<file path="src/rtl/dffram_ctrl.sv">
// dffram_ctrl: valid/ready front end for a byte-writable DFFRAM port with one-cycle read and response hold.
// Define DFFRAM_CTRL_INIT_EN to zero the whole RAM after every reset before accepting requests.
module dffram_ctrl #(
  parameter int COLS = 1,
  localparam int A_WIDTH = 8 + $clog2(COLS)
) (
  input  logic               CLK,
  input  logic               RST,
  output logic               busy,
  input  logic               req_valid,
  output logic               req_ready,
  input  logic [3:0]         req_we,
  input  logic [A_WIDTH-1:0] req_addr,
  input  logic [31:0]        req_wdata,
  output logic               rsp_valid,
  input  logic               rsp_ready,
  output logic [31:0]        rsp_rdata,
  output logic               ram_EN,
  output logic [3:0]         ram_WE,
  output logic [A_WIDTH-1:0] ram_A,
  output logic [31:0]        ram_Di,
  input  logic [31:0]        ram_Do
);
  logic run, init_on, rd_pend, hold_valid, accept;
  logic [A_WIDTH-1:0] init_a;
  logic [31:0] hold;
`ifdef DFFRAM_CTRL_INIT_EN
  typedef enum logic {INIT, RUN} state_t;
  state_t state;
  logic [A_WIDTH-1:0] cnt;
  always_ff @(posedge CLK)
    if (RST) begin
      state <= INIT;
      cnt <= '0;
    end else if (state == INIT) begin
      cnt <= cnt + 1'b1;
      if (cnt == A_WIDTH'(256 * COLS - 1)) state <= RUN;
    end
  assign busy = state == INIT;
  assign run = state == RUN && !RST;
  assign init_on = busy && !RST;
  assign init_a = cnt;
`else
  assign busy = 1'b0;
  assign run = !RST;
  assign init_on = 1'b0;
  assign init_a = '0;
`endif
  // a pending read may only be followed by another request if its data leaves this cycle
  assign req_ready = run && !hold_valid && !(rd_pend && !rsp_ready);
  assign accept = req_valid && req_ready;
  assign ram_EN = accept || init_on;
  assign ram_WE = accept ? req_we : {4{init_on}};
  assign ram_A = accept ? req_addr : init_a;
  assign ram_Di = accept ? req_wdata : '0;
  assign rsp_valid = !RST && (rd_pend || hold_valid);
  assign rsp_rdata = !rsp_valid ? '0 : hold_valid ? hold : ram_Do;
  always_ff @(posedge CLK)
    if (RST) begin
      rd_pend <= 1'b0;
      hold_valid <= 1'b0;
      hold <= '0;
    end else begin
      rd_pend <= accept && req_we == 4'h0;
      if (rd_pend && !rsp_ready) begin
        hold <= ram_Do;
        hold_valid <= 1'b1;
      end else if (rsp_ready) hold_valid <= 1'b0;
    end
endmodule

</file>
<file path="config.mk">
export PLATFORM = sky130hd
export DESIGN_NAME = dffram_ctrl
export DESIGN_NICKNAME = d
export VERILOG_FILES = /design/src/rtl/dffram_ctrl.sv
export SDC_FILE = /design/constraint.sdc
export NUM_CORES = 1
export LEC_CHECK = 0
export CORE_MARGIN = 5
export CORE_UTILIZATION = 30
export CTS_CLUSTER_SIZE = 12
export DETAILED_ROUTE_END_ITERATION = 12
export HOLD_SLACK_MARGIN = 0.02
export PLACE_DENSITY_LB_ADDON = 0.2
export SKIP_CTS_REPAIR_TIMING = 1
export SLEW_MARGIN = 20
export SYNTH_ARGS = -nofsm -noshare
export SYNTH_HDL_FRONTEND = slang
export SYNTH_SLANG_ARGS = --single-unit
export TNS_END_PERCENT = 5
</file>
<file path="constraint.sdc">
create_clock -name CLK -period 1.5 [get_ports CLK]
set_clock_uncertainty 0.05 [all_clocks]
set_input_delay 0.225 -clock CLK [delete_from_list [all_inputs] [get_ports CLK]]
set_output_delay 0.225 -clock CLK [all_outputs]
set_load 0.05 [all_outputs]
</file>
==> run metrics <==
status finished with violations; violated checks negative setup slack; Critical Path RT 1.22 ns; initial antenna violation count 0; number of synthesized register bits 34; count of pins over their slew limit 0; Initial Utilization 30.94%; Final GP Congestion 0.7863; share of cells above drive strength 1 43.02%; DIE AREA 8308 sq um; Crit path max-delay family simple AND/OR/NAND/NOR gates; Worst Hold End hold_valid$_SDFFE_PP0P_; Clock Power Share 32.1%; Ports 160; area leader, netlist dfxtp_1; worst hold path cell count 2; worst r2r path cells 5; final setup fails 79; final antenna-violating net count 0; setup ws final -0.4461 ns; depth of the CTS H-tree 2; crit path max fanout 7; DR WL/cell 15.91 um; wire length on met1 2719 um; die height 91.15 um; Worst R2R Start rd_pend$_SDFF_PP0_; slowest stage cell, crit path dfxtp_2; most frequent cells in the layout clkdlybuf4s50_1 (77), nand2_1 (64), buf_12 (55); ant diodes 0; CTS tree yes; 1st-pass router iterations 4; unrepaired setup endpoints after global routing true; Netlist Area Pre-Place 1976 sq um; hold crit path type in -> reg; drt via density 4.706; TritonCTS Buffers 5; sequential power share 34.5%; Max Buffers Root-to-Sink 2; critical-path cell list nor2b_4, nor4b_4, buf_6, clkbuf_16, and2_4, buf_12; Logic pwr share 33.4%; Syn Nets 352; final core occ 74.12%; crit share post-route 129.7%; DR WL met2 4408 um; row cnt 29; Synth top area share 34.45%; Synth cell types 19; DRT Wirelength 8180 um; Total GRT Usage 17.15%; Setup CP Type reg -> out; syn_area_per_cell 7.263 sq um; startpoint types register; post-route total power 2.621 mW; R2R Path End rd_pend$_SDFF_PP0_; Critical Path Max Stage Delay 0.32 ns; Fillers 453; leakage dissipation 1.821 nW; clock latency on the worst-skew pair 0.27 ns; Yosys warning total 0; initial drt markers 41; Buf/Inv on CP 3; clk sinks 34; pwr dens 553.8 nW/um^2; Max-Cap Viols 0; FF-to-FF setup slack 0.15 ns; Synth-to-Final Area Change 139.6%; vias in the first global route 2440; CP Capture Type output pin; global-route wire length before repair 11720 um; final hold slack 0.1636 ns; Seq/Total Area, Yosys 34.45%; NetSw 0.6904 mW; Syn Inst Count 272; commonest non-fill, non-tap cell in the layout clkdlybuf4s50_1; CP arrival 1.67 ns; via count 2419; Final Hold Vio Count 0; Die W 91.15 um; met3 routed WL 864 um; Worst VDD drop 0.5346 mV; top sig layer met4; Final #Nets 517; clock slew at reported path FFs 0.06 ns; Port Buffer Count 158; largest net degree at the start of global routing 47; Sw Share 26.34%; dpl hpwl 6023 um; Root Driver clkbuf_8; hold path start rsp_ready; Max Fclk 513.9 MHz; grt total ovfl 0; number of remaining DRC errors 0; minimum clock period 1.946 ns; Core Area 6386 sq um; cell-internal power 1.931 mW; Area contributors post-synth dfxtp_1 (34%), mux2i_1 (16%), and2_1 (14%)
registers in the layout (all words and copies together) (netlist names):
name and flops:
hold_valid 1, hold 32, rd_pend 1
logic make-up (layout without fill, tap and decap cells):
logic type / after synthesis / count (layout) / synth area share, %
AO/OA/AOI/OAI: 33 / 33 / 8.486
buffers and inverters: 24 / 189 / 5.446
flip-flops: 34 / 34 / 34.45
multiplexers: 32 / 32 / 16.21
other: 1 / 1 / 0.1898
AND/OR/NAND/NOR: 148 / 148 / 35.21
worst reg2reg max path, delay by kind of cell (launching register included):
family / cells / cell delay (ns)
buffers and inverters: 2 / 0.37
flip-flops: 1 / 0.32
AND/OR/NAND/NOR: 3 / 0.55
stage by stage:
step	setup slack (ns)	area, sq um	cells	setup TNS (ns)
final	-0.4461	4733	514	-25.95
after global routing	-0.5041	4733	514	-30.17
after CTS	-0.4663	4463	507	-31.47
after detailed placement	-0.4611	4350	500	-35.21
after global placement	-0.4309	4350	500	-33.65
after floorplan	-0.2059	2161	272	-15.00
how the worst max path moves through the flow:
| stage | from | endpoint | slack (ns) | depth (start not counted) |
|---|---|---|---|---|
| 3_3_place_gp | rsp_ready | ram_Di[31] | -0.43 | 6 |
| 3_5_place_dp | rsp_ready | ram_Di[31] | -0.46 | 6 |
| 2_1_floorplan | rd_pend$_SDFF_PP0_ | ram_A[0] | -0.21 | 5 |
| 5_1_grt | rd_pend$_SDFF_PP0_ | ram_Di[16] | -0.50 | 6 |
| 6_report | rd_pend$_SDFF_PP0_ | ram_A[2] | -0.45 | 6 |
| 4_1_cts | rsp_ready | ram_Di[31] | -0.47 | 6 |
per-layer routing:
layer,vias up,GRT usage [%]
met5,-,0
met2,99,31.73
met1,1114,16.48
met3,13,9.174
li1,1193,-
met4,0,4.401
cell type report:
| class | count | area [sq um] | share of cell area, % |
|---|---|---|---|
| clock buffer | 6 | 82.58 | 1.745 |
| clock inverter | 1 | 30.03 | 0.6344 |
| inverter | 1 | 3.754 | 0.07930 |
| multi-input combinational | 214 | 1394 | 29.45 |
| sequential | 34 | 685.7 | 14.49 |
| tap | 77 | 96.34 | 2.035 |
| timing repair buffer | 181 | 2441 | 51.57 |
synth_stat cells:
cell type   n
buf_1       5
nand2b_1    1
and3_1      1
nor2_1     34
and2_1     44
nand2_1    64
buf_4       2
dfxtp_1    34
o21bai_1    1
clkbuf_2    3
buf_2       5
nor4b_4     1
conb_1      1
nor2b_1     1
nor3_1      2
inv_1       1
mux2i_1    32
a21oi_1    32
clkbuf_1    8
power by group through the flow:
stage          logic [mW]  clock network [mW]  registers, mW
4_1_cts             0.828               0.863          0.905
5_1_grt             0.911               0.905          0.903
2_1_floorplan       0.345                   0          0.926
3_5_place_dp        0.826                   0          0.926
6_report            0.876               0.841          0.904
3_3_place_gp        0.818                   0          0.926
Power figures use the tool's default switching activity.
